==> config.mk <==
export PLATFORM = sky130hd
export DESIGN_NAME = rotary_paddle_decoder_flat
export DESIGN_NICKNAME = d
export VERILOG_FILES = /design/src/rtl/rotary_paddle_decoder_if.sv /design/src/rtl/rotary_paddle_decoder.sv /design/src/flat_wrapper.sv
export SDC_FILE = /design/constraint.sdc
export NUM_CORES = 1
export LEC_CHECK = 0
export CAP_MARGIN = 5
export CELL_PAD_IN_SITES_DETAIL_PLACEMENT = 0
export CELL_PAD_IN_SITES_GLOBAL_PLACEMENT = 1
export CORE_MARGIN = 3
export CORE_UTILIZATION = 42
export DETAILED_ROUTE_END_ITERATION = 10
export HOLD_SLACK_MARGIN = 0.02
export PLACE_DENSITY = 0.85
export SYNTH_ARGS = -nofsm -noshare
export SYNTH_HDL_FRONTEND = slang
export SYNTH_SLANG_ARGS = --single-unit
==> constraint.sdc <==
create_clock -name CLK -period 2 [get_ports CLK]
set_input_delay 0.2 -clock CLK [delete_from_list [all_inputs] [get_ports CLK]]
set_output_delay 0.2 -clock CLK [all_outputs]
set_load 0.02 [all_outputs]
==> src/rtl/rotary_paddle_decoder_if.sv <==
// Pin and status bundle between the rotary encoder front end and the Pong game logic.
interface rotary_paddle_decoder_if;
  logic       rota;
  logic       rotb;
  logic [9:0] paddle_pos;
  logic       step_pulse;
  logic       step_dir;
  logic       at_min;
  logic       at_max;

  modport slave  (input  rota, rotb,
                  output paddle_pos, step_pulse, step_dir, at_min, at_max);
  modport master (output rota, rotb,
                  input  paddle_pos, step_pulse, step_dir, at_min, at_max);
endinterface

==> src/rtl/rotary_paddle_decoder.sv <==
// Quadrature encoder -> clamped paddle position: sync, debounce, detent decode, saturating update.
// Optional macro ROTARY_ACCEL_EN: quadruple step when detents arrive within ACCEL_WINDOW cycles.
module rotary_paddle_decoder #(
  parameter logic [9:0]  PADDLE_MIN      = 10'd0,
  parameter logic [9:0]  PADDLE_MAX      = 10'd416,
  parameter logic [9:0]  RESET_POS       = 10'd208,
  parameter logic [9:0]  STEP            = 10'd8,
  parameter logic [15:0] DEBOUNCE_CYCLES = 16'd50000
`ifdef ROTARY_ACCEL_EN
  , parameter logic [23:0] ACCEL_WINDOW  = 24'd2000000
`endif
) (
  input  logic CLK,
  input  logic RESET,
  rotary_paddle_decoder_if.slave bus
);

  // Channel index 1 = A, 0 = B, so r_filt reads as {a_f, b_f}.
  logic [1:0]       w_raw;
  logic [1:0]       r_meta, r_sync, r_filt;
  logic [1:0][15:0] r_cnt;

  assign w_raw = {bus.rota, bus.rotb};

  always_ff @(posedge CLK or negedge RESET) begin
    if (!RESET) begin
      r_meta <= 2'b11;
      r_sync <= 2'b11;
      r_filt <= 2'b11;
      r_cnt  <= '0;
    end else begin
      r_meta <= w_raw;
      r_sync <= r_meta;
      for (int i = 0; i < 2; i++) begin
        if (r_sync[i] == r_filt[i]) begin
          r_cnt[i] <= '0;
        end else if (r_cnt[i] == DEBOUNCE_CYCLES - 16'd1) begin
          r_filt[i] <= r_sync[i];
          r_cnt[i]  <= '0;
        end else begin
          r_cnt[i] <= r_cnt[i] + 16'd1;
        end
      end
    end
  end

  // q1 arms on 00 and disarms on 11; q2 remembers which single-high phase preceded it.
  logic r_q1, r_q2, r_q1_d;
  logic w_event;

  always_ff @(posedge CLK or negedge RESET) begin
    if (!RESET) begin
      r_q1   <= 1'b0;
      r_q2   <= 1'b0;
      r_q1_d <= 1'b0;
    end else begin
      case (r_filt)
        2'b00:   r_q1 <= 1'b1;
        2'b11:   r_q1 <= 1'b0;
        2'b01:   r_q2 <= 1'b0;
        2'b10:   r_q2 <= 1'b1;
        default: ;
      endcase
      r_q1_d <= r_q1;
    end
  end

  assign w_event = r_q1 & ~r_q1_d;

  logic [10:0] w_step;

`ifdef ROTARY_ACCEL_EN
  // Starts saturated so the first detent after reset never accelerates.
  logic [23:0] r_ivl;

  always_ff @(posedge CLK or negedge RESET) begin
    if (!RESET)              r_ivl <= '1;
    else if (w_event)        r_ivl <= '0;
    else if (r_ivl != '1)    r_ivl <= r_ivl + 24'd1;
  end

  assign w_step = (r_ivl < ACCEL_WINDOW) ? ({1'b0, STEP} << 2) : {1'b0, STEP};
`else
  assign w_step = {1'b0, STEP};
`endif

  logic [9:0]  r_pos;
  logic        r_pulse, r_dir, r_min, r_max;
  logic [10:0] w_sum;
  logic [9:0]  w_inc, w_dec, w_next;

  assign w_sum  = {1'b0, r_pos} + w_step;
  assign w_inc  = (w_sum > {1'b0, PADDLE_MAX}) ? PADDLE_MAX : w_sum[9:0];
  assign w_dec  = ({1'b0, r_pos} < ({1'b0, PADDLE_MIN} + w_step)) ? PADDLE_MIN
                                                                  : (r_pos - w_step[9:0]);
  assign w_next = r_q2 ? w_dec : w_inc;

  always_ff @(posedge CLK or negedge RESET) begin
    if (!RESET) begin
      r_pos   <= RESET_POS;
      r_pulse <= 1'b0;
      r_dir   <= 1'b0;
      r_min   <= (RESET_POS == PADDLE_MIN);
      r_max   <= (RESET_POS == PADDLE_MAX);
    end else begin
      r_pulse <= w_event;
      if (w_event) begin
        r_dir <= ~r_q2;
        r_pos <= w_next;
        r_min <= (w_next == PADDLE_MIN);
        r_max <= (w_next == PADDLE_MAX);
      end
    end
  end

  assign bus.paddle_pos = r_pos;
  assign bus.step_pulse = r_pulse;
  assign bus.step_dir   = r_dir;
  assign bus.at_min     = r_min;
  assign bus.at_max     = r_max;

endmodule

==> src/flat_wrapper.sv <==
// flat-port wrapper written by rule: the top's interface ports become plain ports
module rotary_paddle_decoder_flat 
#(
  parameter logic [9:0]  PADDLE_MIN      = 10'd0,
  parameter logic [9:0]  PADDLE_MAX      = 10'd416,
  parameter logic [9:0]  RESET_POS       = 10'd208,
  parameter logic [9:0]  STEP            = 10'd8,
  parameter logic [15:0] DEBOUNCE_CYCLES = 16'd50000

)
  (CLK, RESET, bus_rota, bus_rotb, bus_paddle_pos, bus_step_pulse, bus_step_dir, bus_at_min, bus_at_max);
  rotary_paddle_decoder_if bus_i ();
  input  logic CLK;
  input  logic RESET;
  input wire logic [$bits(bus_i.rota)-1:0] bus_rota;
  input wire logic [$bits(bus_i.rotb)-1:0] bus_rotb;
  output wire logic [$bits(bus_i.paddle_pos)-1:0] bus_paddle_pos;
  output wire logic [$bits(bus_i.step_pulse)-1:0] bus_step_pulse;
  output wire logic [$bits(bus_i.step_dir)-1:0] bus_step_dir;
  output wire logic [$bits(bus_i.at_min)-1:0] bus_at_min;
  output wire logic [$bits(bus_i.at_max)-1:0] bus_at_max;
  assign bus_i.rota = bus_rota;
  assign bus_i.rotb = bus_rotb;
  assign bus_paddle_pos = bus_i.paddle_pos;
  assign bus_step_pulse = bus_i.step_pulse;
  assign bus_step_dir = bus_i.step_dir;
  assign bus_at_min = bus_i.at_min;
  assign bus_at_max = bus_i.at_max;
  rotary_paddle_decoder #(.PADDLE_MIN(PADDLE_MIN), .PADDLE_MAX(PADDLE_MAX), .RESET_POS(RESET_POS), .STEP(STEP), .DEBOUNCE_CYCLES(DEBOUNCE_CYCLES)) u_core (.CLK(CLK), .RESET(RESET), .bus(bus_i));
endmodule
Word-level counts from Yosys, hierarchy flattened. Index checks and enable logic that the tools add are counted.

Output and inout port bits: 14. Input bits: 4. Flip-flop bits (word level): 55.

$add $sub $neg: 4. $lt $le $gt $ge: 2. Reduce and logical (&&, ||, !) cells: 6. Equality and inequality tests: 8. Mux-type cells: 9. Bitwise logic cells: 5.

Operator list (count): $mux W16 (4); $add A16 B1 Y16 const B (2); $eq A16 B16 Y1 const B (2); $mux W10 (3); $add A10 B4 Y11 const B (1); $gt A11 B9 Y1 const B (1); $eq A10 B9 Y1 const B (1); $logic_not A10 Y1 (1); $lt A10 B4 Y1 const B (1); $sub A10 B4 Y10 const B (1); $eq A2 B2 Y1 const B (2); $not A1 Y1 (4); $pmux W1 S2 (2); $reduce_and A2 Y1 (2); $reduce_bool A2 Y1 (2); $eq A1 B1 Y1 (2); $eq A2 B1 Y1 const B (1); $logic_not A2 Y1 (1); $and A1 B1 Y1 (1).

Longest topological paths before layout. Gate-level depths: netlist (run 1).

Depth in word-level cells: 5. Mapped depth: 8. Depth with buffers taken out: 8.

Worst setup path before layout (run 1). Ideal clock, no wire load.

Path type: register to register. From: register u_core.r_pos[5], in the netlist u_core.bus.paddle_pos[5]. To: register u_core.r_min, in the netlist u_core.bus.at_min. Buffers on the path: 1. Cell stages (with the launch flop): 8. Slack: -0.279 ns. Data required time: 1.908 ns. Arrival: 2.188 ns. Setup time: 0.092 ns. Cells stage by stage: dfrtp_1 buf_6 or3_4 or4_4 and2_4 a31oi_4 o221ai_2 o31ai_2.

Word-level cells in the longest chain between the ends: 5. Elaborated cells on any way between the ends: 8. Classes of those cells: add/sub: 2; order compare: 2; mux: 3; reduce/logical: 1.

Ends and longest elaborated chain: start, declared (RTL line rotary_paddle_decoder.sv:87) `logic [9:0] r_pos;`; start signal, assigned (RTL line rotary_paddle_decoder.sv:109) `r_pos <= w_next;`; $add A10 B4 Y11 (RTL line rotary_paddle_decoder.sv:92) `assign w_sum = {1'b0, r_pos} + w_step;`; $gt A11 B9 Y1 (RTL line rotary_paddle_decoder.sv:93) `assign w_inc = (w_sum > {1'b0, PADDLE_MAX}) ? PADDLE_MAX : w_sum[9:0];`; $mux W10 (RTL line rotary_paddle_decoder.sv:93); $mux W10 * (RTL line rotary_paddle_decoder.sv:96) `assign w_next = r_q2 ? w_dec : w_inc;`; $logic_not A10 Y1 * (RTL line rotary_paddle_decoder.sv:110) `r_min <= (w_next == PADDLE_MIN);`; end signal, assigned (RTL line rotary_paddle_decoder.sv:103) `r_min <= (RESET_POS == PADDLE_MIN);`; end signal, assigned (RTL line rotary_paddle_decoder.sv:110); end, declared (RTL line rotary_paddle_decoder.sv:88) `logic r_pulse, r_dir, r_min, r_max;`.

Every way passes the cells marked *; elsewhere a longest branch is shown, timed or not. A chain may end at the register's enable or synchronous reset.

Worst setup path in the final report (run 1).
From: register u_core.r_pos[4], in the netlist u_core.bus.paddle_pos[4]. To: register u_core.r_pos[7], in the netlist u_core.bus.paddle_pos[7].

Word-level cells in the longest chain between the ends: 4. Elaborated cells on any way between the ends: 7. Classes of those cells: add/sub: 2; order compare: 2; mux: 3.

Ends and longest elaborated chain (RTL line): $add A10 B4 Y11 (rotary_paddle_decoder.sv:92); $gt A11 B9 Y1 (rotary_paddle_decoder.sv:93); $mux W10 (rotary_paddle_decoder.sv:93); $mux W10 * (rotary_paddle_decoder.sv:96).

Marked as above.

==> impl_metrics.json, run 1 <==
{
  "n_antenna_cell": 0,
  "power.density_nw_per_um2": 554,
  "endpoint_kind": "register",
  "fmaxAchievable_mhz": 479,
  "die_h_um": 86.8,
  "wl_um": 5560,
  "core_area_um2": 6130,
  "synth-compound-area-share": 0.0903,
  "finClkSkew_ns": 0.00848,
  "yosysUniqueCellTypes": 45,
  "vias_per_cell": 5.25,
  "setup_viol": 7,
  "holdBufCountCts": 0,
  "status": "complete, but fails checks",
  "wire_per_inst_um": 14.4,
  "drc": 0,
  "dr.pass1.iters": 4,
  "finalHoldViolCount": 0,
  "root_buffer": "clkbuf_8",
  "grt_overflow": 0,
  "grt_antenna_before_repair": 0,
  "slew_violations": 0,
  "cts_buffers": 5,
  "postSynthCellCount": 271,
  "synthAdderAreaFrac": 0.0274,
  "htree_levels": 2,
  "met3WireLength_um": 194,
  "area_growth_pct": 25.3,
  "seq_area_frac_synth": 0.506,
  "ys_warn_count": 0,
  "yosys.area_share.simple": 0.217,
  "setup_ws_ns": -0.0884,
  "fp.dieW_um": 86.8,
  "crit_start": "u_core.bus.paddle_pos[4]",
  "cp-start-kind": "register",
  "crit_arrival_ns": 2.29,
  "numClockSinks": 55,
  "yosysMostFrequentCell": "dfrtp_1",
  "vias": 2028,
  "wl_met2_um": 2630,
  "grt_pass1_wl_um": 9450,
  "first_iter_violations": 127,
  "cp.required_ns": 2.20,
  "top_layer_used": "met4",
  "syn-num-nets": 281,
  "yosys-top-cells-count": "dfrtp_1 (46), nor2_1 (42), nand2_1 (20)",
  "track_usage": 0.155,
  "drive_gt1_frac": 0.235,
  "netlist_area_um2": 2740,
  "synthArstFlopShare": 1.00,
  "placedCellCount": 373,
  "start_util": 0.447,
  "netlist_top_cells_area": "dfrtp_1 (42%), dfstp_2 (8.6%), xor2_1 (6.1%)",
  "worstPathMaxFanout": 6,
  "hp-class": "in2async",
  "rsz0062_at_grt": "true",
  "rr_endpoint": "u_core.bus.paddle_pos[7]",
  "regToRegStartpoint": "u_core.bus.paddle_pos[4]",
  "drt-met1-wl_um": 2670,
  "failed_checks": "setup timing",
  "cts_tree": "done",
  "yosys.area.top_type": "dfrtp_1",
  "layout.nets": 320,
  "drv_cap": 0,
  "grt_start_max_net_pins": 56,
  "syn_area_per_cell_um2": 10.1,
  "leakagePower_nw": 1.51,
  "synth_top_family_by_area": "simple AND/OR/NAND/NOR gates",
  "layout_min_cycle_time_ns": 2.09,
  "synth_mux_area_frac": 0.0237,
  "cts.path.max_buffers": 2,
  "synth_enable_flop_cells": 0,
  "clk_pin_slew_ns": 0.09,
  "synthFlopType": "dfrtp_1",
  "portBuffers": 17,
  "synth_xor_xnor_area_share": 0.109,
  "dieArea_um2": 7540,
  "hpwl_um": 3830,
  "peakVddDrop_uv": 391,
  "criticalPathCategory": "reg2reg",
  "place_congestion": 0.932,
  "r2r_slack_ns": -0.09,
  "grt_pass1_vias": 1989,
  "clk_latency_ns": 0.30,
  "ys_ff_latch": 55,
  "tightest_slew_ns": 0.680,
  "pre_cts_slack_ns": -0.0845,
  "final_cells": 386,
  "synth_top_area_share": 0.420,
  "io_pins": 18,
  "reg2reg_depth": 8,
  "rows": 28,
  "antenna_left": 0,
  "worst_slew_margin_rel": 0.547,
  "fin_crit_sh": 1.04
}
-- per-layer routing --
layer / track usage / vias to the layer above
li1: - / 1009
met1: 0.223 / 983
met2: 0.242 / 29
met3: 0.0257 / 7
met4: 0.0453 / 0
met5: 0 / -
-- report_power, final --
group	internal [mW]	switching, mW	total (mW)	leakage, nW
combinational	0.0195	0.0380	0.0574	0.751
clock	0.375	0.332	0.707	0.0524
sequential	1.13	0.00965	1.14	0.709
total	1.52	0.380	1.90	1.51
-- worst max path at each step --
stage                     slack [ns]                  endpoint  cells after the start
final                          -0.09  u_core.bus.paddle_pos[7]                      8
after global routing           -0.19         u_core.bus.at_min                      8
after CTS                      -0.04         u_core.bus.at_max                      6
after detailed placement       -0.08  u_core.bus.paddle_pos[4]                      7
after global placement       0.00001  u_core.bus.paddle_pos[4]                      7
after floorplan                -0.14         u_core.bus.at_max                      7
-- stage by stage --
step                      total power, mW  area, um^2  setup TNS (ns)   util  hold WS [ns]
after global placement               1.22        3120               0  0.509         0.347
after detailed placement             1.22        3120          -0.198  0.509         0.348
after global routing                 1.99        3440           -1.20  0.560        0.0644
after CTS                            1.94        3270          -0.101  0.533        0.0387
final                                1.90        3440          -0.458  0.560        0.0160
after floorplan                      1.18        2760          -0.335      -       -0.0956
-- cells by family after synthesis --
family | Yosys count
fa+ha+maj | 6
flops | 55
compound gates | 32
xor+xnor | 34
simple gates | 120
buf+inv | 18
mux | 6
-- critical path, stage by stage, from the launching register on --
cell and delay (ns):
dfstp_2 0.42, or3_4 0.40, or4_4 0.43, and2_4 0.20, a22oi_2 0.15, buf_4 0.14, buf_4 0.10, buf_6 0.08
a31oi_2 0.08
-- area by class of cell --
cell class | instances | area [um^2]
inverters | 9 | 33.8
clock inverters | 1 | 30.0
flip-flops and latches | 55 | 1390
well taps | 75 | 93.8
clock buffers | 7 | 76.3
fillers | 500 | 2700
multi-input cells | 198 | 1460
repair buffers | 41 | 349
-- sequential cells by signal, indices dropped and copies added (netlist names) --
name	flops
u_core.bus.at_max	1
u_core.r_sync	2
u_core.bus.paddle_pos	10
u_core.r_q1	1
u_core.r_cnt	32
u_core.r_q1_d	1
u_core.r_meta	2
u_core.r_filt	2
u_core.bus.at_min	1
u_core.bus.step_dir	1
u_core.bus.step_pulse	1
u_core.r_q2	1
-- what timing repair did --
item                                   CTS  global route
setup endpoints to repair                5            11
buffers inserted                         3             2
pin swaps                                2             7
resized for setup                        4            24
endpoints found under the hold margin    0             0
-- layout by cell type, fill, tap and decap left out, drive strengths merged, types with 4 or more instances in the layout --
cell type / Yosys / final
clkdlybuf4s50: 0 / 16
xnor2: 15 / 15
ha: 6 / 6
xor2: 19 / 19
a21boi: 4 / 4
a31oi: 5 / 5
nor3: 7 / 7
nand4: 6 / 6
and3: 10 / 10
mux2: 4 / 4
nand2b: 4 / 4
nor4b: 4 / 4
and2: 4 / 4
nand2: 20 / 20
buf: 1 / 25
inv: 9 / 9
dfrtp: 46 / 46
o21ai: 8 / 8
nand3: 15 / 15
dfstp: 9 / 9
nor2: 42 / 42
o31ai: 6 / 6
clkbuf: 8 / 7
No activity file was read; power rests on OpenSTA's default activity.
==> inputs of run 2 (changes only) <==
--- a/config.mk
+++ b/config.mk
@@ -11,6 +11,7 @@
 export CORE_MARGIN = 3
 export CORE_UTILIZATION = 42
 export DETAILED_ROUTE_END_ITERATION = 10
+export GPL_ROUTABILITY_DRIVEN = 0
 export HOLD_SLACK_MARGIN = 0.02
 export PLACE_DENSITY = 0.85
 export SYNTH_ARGS = -nofsm -noshare
==> results of run 2 <==
Final layout, timing and power as in run 1 (identical DEF).
==> inputs of run 3 (changes only) <==
--- a/config.mk
+++ b/config.mk
@@ -10,6 +10,7 @@
 export CELL_PAD_IN_SITES_GLOBAL_PLACEMENT = 1
 export CORE_MARGIN = 3
 export CORE_UTILIZATION = 42
+export CTS_CLUSTER_DIAMETER = 200
 export DETAILED_ROUTE_END_ITERATION = 10
 export GPL_ROUTABILITY_DRIVEN = 0
 export HOLD_SLACK_MARGIN = 0.02
==> results of run 3 <==
Final layout, timing and power as in run 1 (identical DEF).
